File: src/rtl/axi_pkg.sv
// Shared AXI interconnect encodings: response codes and default-slave FSM states.
package axi_pkg;

    localparam logic [1:0] RESP_OKAY   = 2'b00;
    localparam logic [1:0] RESP_EXOKAY = 2'b01;
    localparam logic [1:0] RESP_SLVERR = 2'b10;
    localparam logic [1:0] RESP_DECERR = 2'b11;

    typedef enum logic [1:0] {
        W_IDLE = 2'b00,
        W_DATA = 2'b01,
        W_RESP = 2'b10
    } w_state_t;

    typedef enum logic {
        R_IDLE = 1'b0,
        R_DATA = 1'b1
    } r_state_t;

endpackage

File: src/rtl/axi_default_slave.sv
// AXI default slave: absorbs unmapped writes and answers every access with DECERR.
// Write and read paths are independent single-outstanding FSMs.
module axi_default_slave
    import axi_pkg::*;
#(
    parameter int IDW  = 4,
    parameter int DW   = 32,
    parameter int LENW = 8
) (
    input  logic            i_clk,
    input  logic            i_rst_n,
    input  logic            i_awvalid,
    input  logic [IDW-1:0]  i_awid,
    output logic            o_awready,
    input  logic            i_wvalid,
    input  logic            i_wlast,
    output logic            o_wready,
    output logic            o_bvalid,
    output logic [IDW-1:0]  o_bid,
    output logic [1:0]      o_bresp,
    input  logic            i_bready,
    input  logic            i_arvalid,
    input  logic [IDW-1:0]  i_arid,
    input  logic [LENW-1:0] i_arlen,
    output logic            o_arready,
    output logic            o_rvalid,
    output logic [IDW-1:0]  o_rid,
    output logic [DW-1:0]   o_rdata,
    output logic [1:0]      o_rresp,
    output logic            o_rlast,
    input  logic            i_rready
);

    w_state_t        w_state, w_state_nxt;
    r_state_t        r_state, r_state_nxt;
    logic [IDW-1:0]  bid_q;
    logic [IDW-1:0]  rid_q;
    logic [LENW-1:0] cnt_q;

    // ---------------- write path ----------------
    always_ff @(posedge i_clk or negedge i_rst_n) begin
        if (!i_rst_n) begin
            w_state <= W_IDLE;
            bid_q   <= '0;
        end else begin
            w_state <= w_state_nxt;
            if (w_state == W_IDLE && i_awvalid)
                bid_q <= i_awid;
        end
    end

    always_comb begin
        w_state_nxt = w_state;
        o_awready   = 1'b0;
        o_wready    = 1'b0;
        o_bvalid    = 1'b0;
        case (w_state)
            W_IDLE: begin
                o_awready = 1'b1;
                if (i_awvalid) w_state_nxt = W_DATA;
            end
            W_DATA: begin
                o_wready = 1'b1;
                if (i_wvalid && i_wlast) w_state_nxt = W_RESP;
            end
            W_RESP: begin
                o_bvalid = 1'b1;
                if (i_bready) w_state_nxt = W_IDLE;
            end
            default: w_state_nxt = W_IDLE;
        endcase
    end

    assign o_bid   = bid_q;
    assign o_bresp = RESP_DECERR;

    // ---------------- read path ----------------
    // cnt_q holds beats remaining minus one; it stops at zero on the last beat.
    always_ff @(posedge i_clk or negedge i_rst_n) begin
        if (!i_rst_n) begin
            r_state <= R_IDLE;
            rid_q   <= '0;
            cnt_q   <= '0;
        end else begin
            r_state <= r_state_nxt;
            if (r_state == R_IDLE && i_arvalid) begin
                rid_q <= i_arid;
                cnt_q <= i_arlen;
            end else if (r_state == R_DATA && i_rready && cnt_q != '0) begin
                cnt_q <= cnt_q - 1'b1;
            end
        end
    end

    always_comb begin
        r_state_nxt = r_state;
        o_arready   = 1'b0;
        o_rvalid    = 1'b0;
        o_rlast     = 1'b0;
        case (r_state)
            R_IDLE: begin
                o_arready = 1'b1;
                if (i_arvalid) r_state_nxt = R_DATA;
            end
            R_DATA: begin
                o_rvalid = 1'b1;
                o_rlast  = (cnt_q == '0);
                if (i_rready && o_rlast) r_state_nxt = R_IDLE;
            end
            default: r_state_nxt = R_IDLE;
        endcase
    end

    assign o_rid   = rid_q;
    assign o_rdata = '0;
    assign o_rresp = RESP_DECERR;

endmodule

File: config.mk
export PLATFORM = sky130hd
export DESIGN_NAME = axi_default_slave
export DESIGN_NICKNAME = d
export VERILOG_FILES = /design/src/rtl/axi_pkg.sv /design/src/rtl/axi_default_slave.sv
export SDC_FILE = /design/constraint.sdc
export NUM_CORES = 1
export LEC_CHECK = 0
export ABC_CLOCK_PERIOD_IN_PS = 2350
export CAP_MARGIN = 20
export CELL_PAD_IN_SITES_DETAIL_PLACEMENT = 2
export CELL_PAD_IN_SITES_GLOBAL_PLACEMENT = 2
export CORE_UTILIZATION = 21
export CTS_BUF_LIST = sky130_fd_sc_hd__clkbuf_16
export CTS_CLUSTER_SIZE = 8
export DETAILED_ROUTE_END_ITERATION = 10
export PLACE_DENSITY_LB_ADDON = 0.1
export SYNTH_ARGS = -nofsm -noshare
export SYNTH_HDL_FRONTEND = slang
export SYNTH_SLANG_ARGS = --single-unit
File: constraint.sdc
create_clock -name i_clk -period 2.35 [get_ports i_clk]
set_clock_uncertainty 0.2 [all_clocks]
set_input_delay 0.47 -clock i_clk [delete_from_list [all_inputs] [get_ports i_clk]]
set_output_delay 0.47 -clock i_clk [all_outputs]
set_load 0.01 [all_outputs]
=== Yosys cells after proc, flatten, opt, wreduce, memory -nomap -nowiden ===
Index checks and enable logic that the tools add are counted.

* Equal/unequal tests: 5
* Bitwise gates (word level): 1
* Muxes and demuxes: 15
* Reduce and logical (&&, ||, !) cells: 11
* Add/sub/neg operators: 1

{| class="wikitable"
|+ Operators by type and width
! operator !! number
|-
| 8-bit 2-to-1 mux || 2
|-
| 8-bit logical NOT || 1
|-
| 1-bit 2-to-1 mux || 8
|-
| 8-bit nonzero test || 1
|-
| 8-bit by 1-bit subtractor with 8-bit output, second input constant || 1
|-
| 1-bit logical AND || 6
|-
| 2-bit 2-to-1 mux || 3
|-
| 2-bit != test, second input constant || 3
|-
| 2-bit case mux with 3 select lines || 1
|-
| 3-bit AND reduction || 1
|-
| 2-bit by 1-bit equality test with 1-bit output, second input constant || 1
|-
| 2-bit equality test, second input constant || 1
|-
| 2-bit logical NOT || 1
|-
| 1-bit case mux with 2 select lines || 1
|-
| 2-bit nonzero test || 1
|-
| 1-bit NOT || 1
|}

* Word-level logic and storage cells: 38
* Bits in registers: 19
* Output and inout port bits: 50
* Input bits: 24

=== Depth between registers and ports, before layout ===
* Depth in word-level cells: 4
* Mapped depth: 5
* Mapped depth without buffers: 5

=== Worst setup path after synthesis ===
OpenSTA, ideal clock, no wires.

* Kind: register -> output
* Start point: reg cnt_q[0]
* End point: out o_rlast
* Path buffers: 0
* Path slack: 218 ps
* Arrival: 1462 ps
* Required time: 1680 ps
* Stages on the path, launching flop included: 5
* Path through: dfrtp_1 inv_1 ha_1 or3b_2 nor3_1

* Longest elaborated chain between the ends: 2

{| class="wikitable"
|+ RTL lines
! item !! RTL line !! source
|-
| start, declared || axi_default_slave.sv:38 || <nowiki>logic [LENW-1:0] cnt_q;</nowiki>
|-
| start signal, assigned || axi_default_slave.sv:88 || <nowiki>cnt_q <= i_arlen;</nowiki>
|-
| start signal, assigned || axi_default_slave.sv:90 || <nowiki>cnt_q <= cnt_q - 1'b1;</nowiki>
|-
| 8-bit logical NOT || axi_default_slave.sv:107 || <nowiki>o_rlast = (cnt_q == '0);</nowiki>
|-
| 1-bit 2-to-1 mux || axi_default_slave.sv:100 || <nowiki>case (r_state)</nowiki>
|-
| end, declared || axi_default_slave.sv:30 || <nowiki>output logic o_rlast,</nowiki>
|}

No other way between the ends.

=== Worst setup path after layout ===
Ends and elaborated chain as after synthesis.

==> flow_metrics.tcl <==
set metrics [dict create \
    worst_hold_path_type "reg2reg" \
    critPathBufInv 2 \
    ys.warnings.count 0 \
    clk_pin_slew_worst_paths_ns 0.06 \
    power_density_nw_per_um2 991 \
    cts_hold_buf 0 \
    synthDominantAreaCellType "dfrtp_1" \
    end_kind "primary output" \
    postLayoutCoreUtil_pct 30.6 \
    outcome "finished, final reports clean" \
    io_buffers 37 \
    num_antenna_cells 0 \
    gp_congestion 0.791 \
    fillers 680 \
    route.detailed.drc 0 \
    start_util_pct 21.7 \
    num_vias 1070 \
    worst_ir_drop_vdd_v 0.000274 \
    cts.sinks 19 \
    synthDominantCellAreaShare_pct 37.1 \
    synth_flop_cell "dfrtp_1" \
    fp.dieW_um 80.1 \
    layout_setup_ws_ns 0.130 \
    area_growth_syn_to_layout_pct 40.9 \
    grt_setup_unrepaired "false" \
    p_sw_share_pct 33.5 \
    period_needed_ns 2.22 \
    combPwrFrac_pct 49.7 \
    setup_viol 0 \
    p_leak_nw 0.803 \
    crit_chain "inv_1 -> ha_4 -> or3b_4 -> nor3_2 -> buf_2" \
    p_switching_mw 0.598 \
    finalHoldViolations 0 \
    start_kind "flop" \
    cp.required_ns 1.68 \
    synth-async-reset-ratio_pct 100 \
    ys_seq_elements 19 \
    synth-edff-count 0 \
    crit_slowest_cell "dfrtp_1" \
    cpPeakStageDelay_ns 0.38 \
    first_global_vias 1148 \
    final_max_slew_viol_count 0 \
    drive_gt1_share_pct 19.5 \
    viasPerCell 4.12 \
    synth.area.top_cells "dfrtp_1 (37%), buf_4 (21%), mux2_2 (7.0%), a31oi_1 (2.9%), nor2_1 (2.6%)" \
    max_freq_mhz 450 \
    critPathKind "reg2out" \
    netlist_instances 133 \
    grt_usage_pct 11.7 \
    critPathTopFamily "simple AND/OR/NAND/NOR gates" \
    ys_types 40 \
    cts-buffers-inserted 3 \
    ys_seq_area_share_pct 37.1 \
    syn_avg_cell_area_um2 9.62 \
    drt_wl_total_mm 3.54 \
    io_pins 74 \
    critical_path_arrival_ns 1.55 \
    finalPower_mw 1.79 \
    dr.pass1.iters 2 \
    grt_pass1_wl_mm 5.65 \
    avgRoutedWirePerCell_um 13.6 \
    p_seq_share_pct 31.1 \
    hpwlAfterDp_mm 2.90 \
    cts_root_buf "clkbuf_16" \
    antenna_found_initial 0 \
    postRouteAntennaNets 0 \
    first_iter_violations 13 \
    p_clk_share_pct 19.2 \
    dieArea_um2 6410 \
    worstPathMaxFanout 4 \
    p_int_mw 1.19 \
    cts_setup_buffers 0 \
    grt-ovfl-total 0 \
    htreeDepth 1 \
    fin_nets 212 \
    chipHeight_um 80.1 \
    period_share_pct 94.5 \
    ys_top_cells_by_count "buf_4 (36), dfrtp_1 (19), nor2_1 (9), mux2_2 (8), a31oi_1 (6)" \
    clock_path_buffers 2 \
    post-place-ws_ns -0.220 \
    insertion_delay_ns 0.25 \
    grt_max_degree 20 \
    max-cap-violations 0 \
    synth.most_common_cell "buf_4" \
    core_um2 5890 \
    cts_tree "done" \
    num_rows 28 \
    syn_area_um2 1280 \
]
==> cell type report <==
type / instances / area (um2) / area share (%)
Tap cell: 75 / 93.8 / 5.20
Timing Repair Buffer: 55 / 500 / 27.8
Clock buffer: 3 / 75.1 / 4.16
Clock inverter: 1 / 3.75 / 0.208
Multi-Input combinational cell: 102 / 636 / 35.3
Inverter: 5 / 18.8 / 1.04
Sequential cell: 19 / 475 / 26.4
==> metal layers <==
layer	routed length (um)	GRT usage (%)	up-vias
met4	19	3.21	0
met1	1480	13.5	525
met5	0	0	-
met3	208	2.16	2
met2	1830	21.9	39
li1	-	-	504
==> state kept, by name, summed over array words and instances, names as in the netlist <==
register,flops
o_rid,4
o_bid,4
cnt_q,8
w_state,2
r_state,1
==> timing repair <==
action,CTS,global route
setup endpoints to repair,1,1
pin swaps,0,1
gates resized for setup,8,2
==> placed cells by master, fill, tap and decap left out, types with 3 or more instances in the layout <==
cell type | synthesis | layout
clkdlybuf4s50_1 | 0 | 36
buf_4 | 36 | 18
inv_1 | 5 | 5
nor2_1 | 9 | 9
dfrtp_1 | 19 | 19
clkbuf_16 | 0 | 3
o211ai_1 | 4 | 4
a31oi_1 | 6 | 6
nand3_1 | 4 | 4
conb_1 | 2 | 36
mux2_2 | 8 | 8
==> power groups by stage <==
stage	Combinational, mW	Sequential [mW]	Clock (mW)
floorplan	0.398	0.609	0
global placement	0.865	0.544	0
detailed placement	0.878	0.559	0
CTS	0.889	0.555	0.361
global route	0.987	0.578	0.367
finish	0.887	0.555	0.344
==> per-stage QoR <==
| step | TNS [ns] | cell area, um2 | cells | hold WS, ns |
|---|---|---|---|---|
| after detailed placement | -0.220 | 1710 | 256 | 0.285 |
| final | 0 | 1800 | 260 | 0.282 |
| after global routing | 0 | 1800 | 260 | 0.308 |
| after floorplan | 0 | 1410 | 167 | -0.0256 |
| after global placement | -0.181 | 1710 | 256 | 0.265 |
| after CTS | 0 | 1790 | 260 | 0.290 |
==> final timing paths <==
| check | startpoint | to | slack (ns) | cells after the start |
|---|---|---|---|---|
| max | cnt_q[0] | o_rlast | 0.13 | 5 |
| min reg2reg | w_state[1] | w_state[0] | 0.28 | 1 |
| max reg2reg | cnt_q[5] | cnt_q[6] | 0.27 | 4 |
| min in group asynchronous | i_rst_n | o_rid[3] | 0.38 | 2 |
| max in group asynchronous | i_rst_n | cnt_q[2] | 1.35 | 2 |
| min | w_state[1] | w_state[0] | 0.28 | 1 |
==> worst register-to-register path: cells and delay by family, from the launching register on <==
kind                   cells  cell delay (ns)
AOI/OAI and AO/OA          1             0.20
and+or+nand+nor            2             1.04
DFF                        1             0.37
buffers and inverters      1             0.19
==> logic make-up after synthesis <==
group	share of synthesized area [%]
multiplexers	7.04
buffers and inverters	24.7
flip-flops	37.1
adder cells (fa/ha/maj)	1.95
AND/OR/NAND/NOR	15.5
AO/OA/AOI/OAI	13.0
other	0.587
Power figures use the tool's default switching activity.
